`config.mk`:
```
export PLATFORM = sky130hd
export DESIGN_NAME = fpnew_divsqrt_issue_q
export DESIGN_NICKNAME = d
export VERILOG_FILES = /design/src/rtl/fpnew_pkg.sv /design/src/rtl/fpnew_nanbox_sanitize.sv /design/src/rtl/fpnew_divsqrt_issue_q.sv
export SDC_FILE = /design/constraint.sdc
export NUM_CORES = 1
export LEC_CHECK = 0
export CAP_MARGIN = 20
export CELL_PAD_IN_SITES_DETAIL_PLACEMENT = 1
export CELL_PAD_IN_SITES_GLOBAL_PLACEMENT = 1
export CORE_UTILIZATION = 45
export CTS_CLUSTER_DIAMETER = 60
export DETAILED_ROUTE_END_ITERATION = 10
export HOLD_SLACK_MARGIN = 0.05
export PLACE_DENSITY = 0.95
export SLEW_MARGIN = 30
export SYNTH_ARGS = -nofsm -noshare
export SYNTH_HDL_FRONTEND = slang
export SYNTH_HIERARCHICAL = 1
export SYNTH_SLANG_ARGS = --single-unit
```
`constraint.sdc`:
```
create_clock -name clk_i -period 7.4 [get_ports clk_i]
set_input_delay 1.48 -clock clk_i [delete_from_list [all_inputs] [get_ports clk_i]]
set_output_delay 1.48 -clock clk_i [all_outputs]
set_load 0.05 [all_outputs]
```
`src/rtl/fpnew_pkg.sv`:
```
// Shared FPnew types and format helpers: format encodings, operation and rounding enums,
// and the canonical quiet-NaN generator used by every unit that NaN-boxes operands.
package fpnew_pkg;

  localparam int unsigned NUM_FP_FORMATS = 5;
  localparam int unsigned FP_MAX_WIDTH   = 64;

  typedef enum logic [2:0] {
    FP32    = 3'd0,
    FP64    = 3'd1,
    FP16    = 3'd2,
    FP8     = 3'd3,
    FP16ALT = 3'd4
  } fp_format_e;

  typedef enum logic [2:0] {
    RNE = 3'b000,
    RTZ = 3'b001,
    RDN = 3'b010,
    RUP = 3'b011,
    RMM = 3'b100,
    ROD = 3'b101,
    DYN = 3'b111
  } roundmode_e;

  typedef enum logic [3:0] {
    FMADD, FNMSUB, ADD, MUL, DIV, SQRT, SGNJ, MINMAX,
    CMP, CLASSIFY, F2F, F2I, I2F, CPKAB, CPKCD
  } operation_e;

  typedef logic [0:NUM_FP_FORMATS-1] fmt_logic_t;

  function automatic int unsigned exp_bits(input fp_format_e fmt);
    case (fmt)
      FP64:    return 11;
      FP16:    return 5;
      FP8:     return 5;
      FP16ALT: return 8;
      default: return 8;
    endcase
  endfunction

  function automatic int unsigned man_bits(input fp_format_e fmt);
    case (fmt)
      FP64:    return 52;
      FP16:    return 10;
      FP8:     return 2;
      FP16ALT: return 7;
      default: return 23;
    endcase
  endfunction

  function automatic int unsigned fp_width(input fp_format_e fmt);
    return 1 + exp_bits(fmt) + man_bits(fmt);
  endfunction

  function automatic int unsigned max_fp_width(input fmt_logic_t cfg);
    int unsigned res;
    res = 0;
    for (int unsigned i = 0; i < NUM_FP_FORMATS; i++) begin
      if (cfg[i] && fp_width(fp_format_e'(i)) > res) res = fp_width(fp_format_e'(i));
    end
    return res;
  endfunction

  // Positive quiet NaN of fmt, NaN-boxed: every bit above the format's width is 1.
  function automatic logic [FP_MAX_WIDTH-1:0] canonical_qnan(input fp_format_e fmt);
    logic [FP_MAX_WIDTH-1:0] res;
    int unsigned w;
    int unsigned m;
    w   = fp_width(fmt);
    m   = man_bits(fmt);
    res = '1;
    for (int unsigned i = 0; i < FP_MAX_WIDTH; i++) begin
      if (i == w - 1 || i + 1 < m) res[i] = 1'b0;
    end
    return res;
  endfunction

endpackage

```
`src/rtl/fpnew_nanbox_sanitize.sv`:
```
// Replaces an operand that is not correctly NaN-boxed for the destination format
// with that format's canonical quiet NaN.
module fpnew_nanbox_sanitize
  import fpnew_pkg::*;
#(
  parameter int unsigned WIDTH = 64
) (
  input  logic [WIDTH-1:0] operand,
  input  logic             is_boxed,
  input  fp_format_e       fmt,
  output logic [WIDTH-1:0] sanitized
);

  logic [FP_MAX_WIDTH-1:0] qnan;

  assign qnan      = canonical_qnan(fmt);
  assign sanitized = is_boxed ? operand : qnan[WIDTH-1:0];

endmodule

```
`src/rtl/fpnew_divsqrt_issue_q.sv`:
```
// Small issue queue in front of the div/sqrt wrapper: sanitises operands on push and
// presents the oldest entry from a circular buffer of any depth 1..8.
module fpnew_divsqrt_issue_q
  import fpnew_pkg::*;
#(
  parameter fmt_logic_t  FpFmtConfig = '1,
  parameter int unsigned Depth       = 2,
  parameter type         TagType     = logic,
  parameter type         AuxType     = logic,
  localparam int unsigned WIDTH      = max_fp_width(FpFmtConfig)
) (
  input  logic                                   clk_i,
  input  logic                                   rst_ni,
  input  logic [1:0][WIDTH-1:0]                  operands_i,
  input  logic [NUM_FP_FORMATS-1:0][1:0]         is_boxed_i,
  input  roundmode_e                             rnd_mode_i,
  input  operation_e                             op_i,
  input  fp_format_e                             dst_fmt_i,
  input  TagType                                 tag_i,
  input  AuxType                                 aux_i,
  input  logic                                   in_valid_i,
  output logic                                   in_ready_o,
  input  logic                                   flush_i,
  output logic [1:0][WIDTH-1:0]                  operands_o,
  output roundmode_e                             rnd_mode_o,
  output operation_e                             op_o,
  output fp_format_e                             dst_fmt_o,
  output TagType                                 tag_o,
  output AuxType                                 aux_o,
  output logic                                   out_valid_o,
  input  logic                                   out_ready_i,
  output logic [$clog2(Depth+1)-1:0]             count_o,
  output logic                                   busy_o
);

  localparam int unsigned CntW = $clog2(Depth + 1);
  localparam int unsigned PtrW = (Depth > 1) ? $clog2(Depth) : 1;

  typedef struct packed {
    logic [1:0][WIDTH-1:0] operands;
    roundmode_e            rnd_mode;
    operation_e            op;
    fp_format_e            dst_fmt;
    TagType                tag;
    AuxType                aux;
  } entry_t;

  entry_t                mem [Depth];
  entry_t                wdata;
  entry_t                head;
  logic [1:0][WIDTH-1:0] clean_ops;
  logic [PtrW-1:0]       rd_ptr;
  logic [PtrW-1:0]       wr_ptr;
  logic [CntW-1:0]       count;
  logic                  push;
  logic                  pop;

  for (genvar k = 0; k < 2; k++) begin : g_sanitize
    fpnew_nanbox_sanitize #(
      .WIDTH (WIDTH)
    ) u_sanitize (
      .operand   (operands_i[k]),
      .is_boxed  (is_boxed_i[dst_fmt_i][k]),
      .fmt       (dst_fmt_i),
      .sanitized (clean_ops[k])
    );
  end

  assign wdata = '{operands: clean_ops, rnd_mode: rnd_mode_i, op: op_i,
                   dst_fmt: dst_fmt_i, tag: tag_i, aux: aux_i};

  // Handshakes depend only on count and flush, never on out_ready_i.
  assign in_ready_o  = (count != CntW'(Depth)) & ~flush_i;
  assign out_valid_o = (count != '0) & ~flush_i;
  assign push        = in_valid_i & in_ready_o;
  assign pop         = out_valid_o & out_ready_i;

  function automatic logic [PtrW-1:0] next_ptr(input logic [PtrW-1:0] p);
    return (p == PtrW'(Depth - 1)) ? '0 : p + 1'b1;
  endfunction

  // NOTE: state registers use <= so every flop samples pre-edge values, whatever the statement order.
  always_ff @(posedge clk_i) begin
    if (!rst_ni || flush_i) begin
      count  <= '0;
      rd_ptr <= '0;
      wr_ptr <= '0;
    end else begin
      if (push) wr_ptr <= next_ptr(wr_ptr);
      if (pop)  rd_ptr <= next_ptr(rd_ptr);
      if (push && !pop)      count <= count + 1'b1;
      else if (pop && !push) count <= count - 1'b1;
    end
  end

  // NOTE: storage has no reset; count gates validity, so stale contents are never observed.
  always_ff @(posedge clk_i) begin
    if (push) mem[wr_ptr] <= wdata;
  end

  assign head       = mem[rd_ptr];
  assign operands_o = head.operands;
  assign rnd_mode_o = head.rnd_mode;
  assign op_o       = head.op;
  assign dst_fmt_o  = head.dst_fmt;
  assign tag_o      = head.tag;
  assign aux_o      = head.aux;
  assign count_o    = count;
  assign busy_o     = (count != '0);

endmodule

```
==> metrics.csv, run 1 <==
stage,metric,value,unit
critical_path,start_kind,input pin,
global_route,grt_pass1_wl,69.1,mm
global_route,grt_max_degree,107,
critical_path,crit_path_end_kind,register,
synthesis,yosysMostFrequentCell,edfxtp_1,
timing,hold_violations,0,
floorplanning,fp.dieH,179,microns
synthesis,synth_xor_area_share,0.187,%
layout,syn2layout_area_growth,31.8,%
clock_tree,cts_resized,0,
timing,slew_violations,0,
drt,wl_per_cell,27.0,microns
synthesis,yosysSeqAreaShare,60.6,%
clock_tree,cts_max_level,2,
clock_tree,cts_hold_buf,0,
synthesis,synth_compound_area_share,13.9,%
synthesis,synth_adder_area_share,1.80,%
critical_path,cp_max_fo,20,
timing,tightestPinTransition,0.972,ns
layout,nFillCells,3004,
drt,vias_per_cell,6.22,
timing,setup_viol,0,
drt,drtIter0Drc,1014,
worst_hold_path,hp-class,reg2reg,
synthesis,synthTopCellsByCount,"280 x edfxtp_1, 141 x mux2_2, 89 x nand2_1",
timing,setup_tns,0,ns
critical_path,worstSetupPathType,in2reg,
drt,wl,47.6,mm
place,port_buffers,299,
place,place_hpwl,33.1,mm
synthesis,synth-simple-area-share,8.60,%
layout,drive_gt1_share,18.4,%
synthesis,ys_seq_elements,285,
floorplanning,io_pins,300,
drt,vias,11000,
synthesis,netlist_area,14100,sq um
critical_path,cpLargestDelayFamily,buffers and inverters,
synthesis,synth_nets,1224,
synthesis,synth_mux_area_share,11.7,%
timing,fmax,184,MHz
floorplanning,coreArea,30700,sq um
pwr,leakagePower,0.00614,uW
synthesis,syn_inst,1050,
synthesis,synth_top_family_by_area,compound AO/OA/AOI/OAI gates,
timing,period_needed,5.44,ns
critical_path,path_cells,"clkdlybuf4s50_1, buf_4, nand2b_1, inv_1, nand2b_1, ha_1, or3_1, a2111oi_4, a21oi_1, a21o_1",
clock_tree,cts_tree,yes,
clock_tree,insertion_delay,0.53,ns
synthesis,synth_area_leader_cell,edfxtp_1,
place,dp_slack,1.59,ns
clock_tree,cts_buffer_depth,3,
global_route,antenna_found_initial,4,
timing,grt_setup_unrepaired,no,
synthesis,yosys_warnings,6,
layout,ff_latch_area,8510,sq um
outcome,status,"finished, final reports clean",
synthesis,synth_area_leaders,"edfxtp_1 60%, mux2_2 11%, nand2_1 2.4%",
timing,slew_headroom,34.6,%
critical_path,cp.arrival,5.69,ns
clock_tree,cts.sinks,285,
run,drv_cap,0,
pwr,power.density,242,nW/um^2
place,gp_congestion,0.880,
synthesis,synthFlopType,edfxtp_1,
timing,fin_worst_skew,0.0331,ns
clock_tree,cts-root-buf,clkbuf_16,
global_route,grt_usage,29.2,%
floorplanning,start_util,45.8,%
drt,final_antenna_net_count,0,
critical_path,crit_top_cell,nand2b_1,
pwr,max-vdd-ir-drop,0.000165,V
floorplanning,die_w,179,microns
layout,fin_nets,1509,
drt,drt_pass1_iterations,5,
clock_tree,cts_buffers,35,
floorplanning,dieArea,31900,sq um
clock_tree,cts.clk_slew.worst_paths,0.06,ns
synthesis,syn_area_per_cell,13.4,sq um
layout,multiInputGateArea,5110,sq um
global_route,grt-ovfl-total,0,
synthesis,synth_top_area_share,59.8,%
critical_path,cp_slowest_stage_delay,0.99,ns
timing,finalCritPeriodShare,73.5,%
critical_path,crit_required,7.65,ns
critical_path,crit_buf_inv,3,
clock_tree,cts_setup_buffers,0,
global_route,grt_pass1_vias,11300,
synthesis,ys_async_sr_fraction,0,%
timing,setup_ws,1.96,ns
synthesis,synth_edf_count,280,
drt,remaining_drc_errors,0,
floorplanning,row_count,64,
synthesis,ys_types,62,
critical_path,crit_slowest_cell,clkdlybuf4s50_1,
## worst paths after layout
check / slack [ns] / from / end / cells after the start
min reg2reg: 0.52 / wr_ptr / wr_ptr / 2
max: 1.96 / dst_fmt_i[1] / mem[1][110] / 10
min: 0.52 / wr_ptr / wr_ptr / 2
max reg2reg: 4.74 / count_o[0] / mem[0][36] / 4
## cells by family (layout without fill, tap and decap cells)
family	Yosys count	in the layout
buf+inv	92	403
compound gates	255	255
mux	146	146
other cells	0	7
fa+ha+maj	19	19
flops	285	285
simple gates	250	250
xor+xnor	3	3
## routing by layer
layer | vias to the layer above | global-route usage [%] | routed length, microns
met5 | - | 0 | 0
met2 | 549 | 49.7 | 23800
met1 | 5577 | 36.9 | 18300
met3 | 134 | 5.03 | 3520
li1 | 4704 | - | -
met4 | 0 | 11.5 | 2000
## registers in the layout, summed over array words and instances, names as in the netlist, named ones only
register	count
mem	280
wr_ptr	1
count_o	2
rd_ptr	1
## layout by cell type, fill, tap and decap left out, types with 7 or more instances in the layout
master,instances
a211oi_1,8
a21o_1,16
a21oi_1,50
a22oi_1,8
a2bb2oi_1,10
a31oi_1,18
a41oi_1,28
buf_4,16
clkbuf_16,35
clkdlybuf4s50_1,299
diode_2,7
edfxtp_1,280
ha_1,17
inv_1,19
mux2_2,141
nand2_1,89
nand2b_1,12
nand4_1,8
nor2_1,64
nor3_1,21
o21ai_0,34
o221ai_1,20
## power breakdown
group / internal (uW) / switching, uW
Combinational: 307 / 572
Clock: 1020 / 698
Sequential: 1870 / 18.0
## area by class of cell
type / instances / area share [%]
Sequential cell: 285 / 46.0
Multi-Input combinational cell: 673 / 27.6
Timing Repair Buffer: 317 / 17.0
Clock buffer: 39 / 4.81
Tap cell: 396 / 2.68
Clock inverter: 24 / 1.32
Inverter: 23 / 0.507
Antenna cell: 7 / 0.0946
## worst min-delay path: stages (launching register included)
cell and delay (ns):
dfxtp_1 0.33, o31ai_1 0.07, a21oi_1 0.07
## per-stage QoR
stage / util, % / instances / cell area, sq um / power, uW / hold WS (ns)
floorplan: - / 1050 / 14100 / 2450 / 0.457
global placement: 56.4 / 1692 / 17300 / 2730 / 0.476
detailed placement: 56.6 / 1694 / 17400 / 2780 / 0.498
CTS: 60.3 / 1757 / 18500 / 4490 / 0.506
global route: 60.3 / 1761 / 18500 / 4600 / 0.539
finish: 60.4 / 1764 / 18500 / 4480 / 0.522
No activity file was read; power rests on OpenSTA's default activity.
==> inputs of run 2 (changes only) <==
- CORE_UTILIZATION: 45 -> 42
- PLACE_DENSITY: 0.95 -> 0.93
- clock period: 7.4 -> 5.1 ns (I/O delays scaled with it)
==> metrics.csv, run 2 (synthesis results as in run 1) <==
stage,metric,value,unit,change
floorplanning,die_w,185,microns,was 179 microns
run,drv_cap,0,,unchanged
layout,utilization,57.0,%,was 60.4%
critical_path,worstSetupPathType,in2reg,,unchanged
layout,final_common_cell,clkdlybuf4s50_1,,unchanged
clock_tree,cts_buffers,34,,was 35
critical_path,crit_path_end_kind,register,,unchanged
global_route,grt_max_degree,71,,was 107
timing,finalCritPeriodShare,88.5,%,
timing,grt_setup_unrepaired,no,,unchanged
clock_tree,cts-root-buf,clkbuf_16,,unchanged
layout,syn2layout_area_growth,32.8,%,was 31.8%
critical_path,timing.rr.start,count_o[0],,unchanged
floorplanning,fp.dieH,185,microns,was 179 microns
pwr,max-vdd-ir-drop,0.000282,V,was 0.000165 V
drt,final_antenna_net_count,0,,unchanged
pwr,pwr-share-comb,20.4,%,was 19.6%
global_route,grt_pass1_wl,69.5,mm,was 69.1 mm
clock_tree,cts_max_level,2,,unchanged
timing,tightestPinTransition,1.02,ns,was 0.972 ns
place,placedCellCount,1760,,was 1694
pwr,power_switching,1810,uW,was 1290 uW
global_route,grt-ovfl-total,0,,unchanged
drt,vias,11000,,about the same
worst_hold_path,hold_path_depth,2,,unchanged
clock_tree,cts_setup_buffers,0,,unchanged
place,gp_congestion,0.903,,was 0.880
critical_path,crit_top_cell,nor2_1,,was nand2b_1
worst_hold_path,hold_end,wr_ptr,,unchanged
timing,slew_violations,0,,unchanged
place,placement.cell_area,17600,sq um,was 17400 sq um
outcome,status,"finished, final reports clean",,unchanged
timing,slew_headroom,31.4,%,was 34.6%
critical_path,cp.arrival,4.74,ns,was 5.69 ns
worst_hold_path,hp-class,reg2reg,,unchanged
pwr,seq_power_share,42.8,%,was 42.1%
layout,nFillCells,3252,,was 3004
critical_path,start_kind,input pin,,unchanged
drt,wl_per_cell,26.1,microns,was 27.0 microns
layout,drive_gt1_share,18.9,%,was 18.4%
pwr,clkPwrFrac,36.8,%,was 38.3%
drt,remaining_drc_errors,0,,unchanged
layout,largest-register,mem,,unchanged
timing,period_needed,4.51,ns,
drt,vias_per_cell,6.03,,was 6.22
clock_tree,cts_resized,0,,unchanged
drt,wl,47.4,mm,was 47.6 mm
critical_path,reg2reg_slack,2.65,ns,was 4.74 ns
global_route,grt_usage,27.3,%,was 29.2%
place,place_hpwl,33.3,mm,was 33.1 mm
worst_hold_path,hold_path_startpoint,wr_ptr,,unchanged
drt,drt_pass1_iterations,5,,unchanged
floorplanning,start_util,43.0,%,was 45.8%
clock_tree,cts.clk_slew.worst_paths,0.06,ns,about the same
clock_tree,cts.sinks,285,,unchanged
timing,fin_worst_skew,0.0224,ns,was 0.0331 ns
critical_path,cp_slowest_stage_delay,0.83,ns,was 0.99 ns
place,port_buffers,299,,unchanged
layout,final_cell_mix,"298 x clkdlybuf4s50_1, 280 x edfxtp_1, 141 x mux2_2",,"was 299 x clkdlybuf4s50_1, 280 x edfxtp_1, 141 x mux2_2"
critical_path,crit_slowest_cell,nor4_1,,was clkdlybuf4s50_1
drt,drtIter0Drc,923,,was 1014
critical_path,critPathLaunch,dst_fmt_i[1],,unchanged
critical_path,crit_required,5.33,ns,was 7.65 ns
timing,fmax,222,MHz,
critical_path,cp_max_fo,16,,was 20
pwr,leakagePower,0.00621,uW,was 0.00614 uW
pwr,swShare,28.4,%,was 28.8%
pwr,power.density,342,nW/um^2,was 242 nW/um^2
clock_tree,cts_buffer_depth,3,,unchanged
timing,setup_tns,0,ns,unchanged
floorplanning,coreArea,32700,sq um,was 30700 sq um
critical_path,path_cells,"clkdlybuf4s50_1, buf_4, nor2_1, nor2_1, ha_1, inv_1, fa_1, nand2b_1, nor4_1, a21oi_1, a21o_1",,"was clkdlybuf4s50_1, buf_4, nand2b_1, inv_1, nand2b_1, ha_1, or3_1, a2111oi_4, a21oi_1, a21o_1"
clock_tree,insertion_delay,0.50,ns,was 0.53 ns
layout,final_cells,1820,,was 1764
layout,finalInstanceArea,18700,sq um,was 18500 sq um
global_route,grt_pass1_vias,11500,,was 11300
critical_path,reg2reg_to,mem[0][97],,was mem[0][36]
clock_tree,cts_tree,yes,,unchanged
timing,hold_violations,0,,unchanged
critical_path,r2r_cells,4,,unchanged
floorplanning,dieArea,34200,sq um,was 31900 sq um
floorplanning,row_count,66,,was 64
pwr,p_int,4570,uW,was 3190 uW
clock_tree,cts_hold_buf,0,,unchanged
global_route,antenna_found_initial,5,,was 4
layout,largest_register_ffs,280,,unchanged
timing,setup_viol,0,,unchanged
layout,fin_nets,1528,,was 1509
floorplanning,io_pins,300,,unchanged
## run 2: final cells by class
cell class / instances / area (sq um) / area share, %
Timing Repair Buffer: 337 / 3320 / 17.8
Clock buffer: 39 / 891 / 4.78
Tap cell: 442 / 553 / 2.96
Multi-Input combinational cell: 673 / 5110 / 27.4
Sequential cell: 285 / 8510 / 45.6
Antenna cell: 3 / 7.51 / 0.0402
Inverter: 23 / 91.3 / 0.490
Clock inverter: 18 / 171 / 0.919
## run 2: worst max path at each step
stage / to / slack (ns)
global placement: mem[0][22] / 0.18
floorplan: mem[1][0] / 0.05
detailed placement: mem[0][23] / 0.18
global route: mem[0][52] / 0.44
finish: mem[0][52] / 0.59
CTS: mem[1][92] / 0.71
## run 2: critical path, delay by kind of cell
family	cells	cell delay (ns)
adders and majority gates	2	0.97
AOI/OAI and AO/OA	2	0.48
and+or+nand+nor	4	1.29
buffers and inverters	3	0.97
## run 2: stage by stage
stage	hold WS, ns	power (uW)	setup WS, ns
finish	0.514	6380	0.588
global route	0.539	6570	0.441
CTS	0.517	6400	0.712
detailed placement	0.505	4050	0.175
global placement	0.475	3990	0.181
floorplan	0.457	3550	0.0548
## run 2: layer usage
layer | GRT usage (%) | part of all wire, %
met4 | 14.0 | 5.1
met1 | 32.7 | 38
met3 | 5.31 | 7.5
met5 | 0 | 0
met2 | 46.5 | 50
## run 2: power groups by stage
| stage | sequential, uW | clock [uW] | combinational (uW) |
|---|---|---|---|
| finish | 2730 | 2350 | 1300 |
| global route | 2740 | 2470 | 1360 |
| CTS | 2730 | 2380 | 1290 |
| detailed placement | 2780 | 0 | 1270 |
| global placement | 2770 | 0 | 1220 |
| floorplan | 2780 | 0 | 770 |
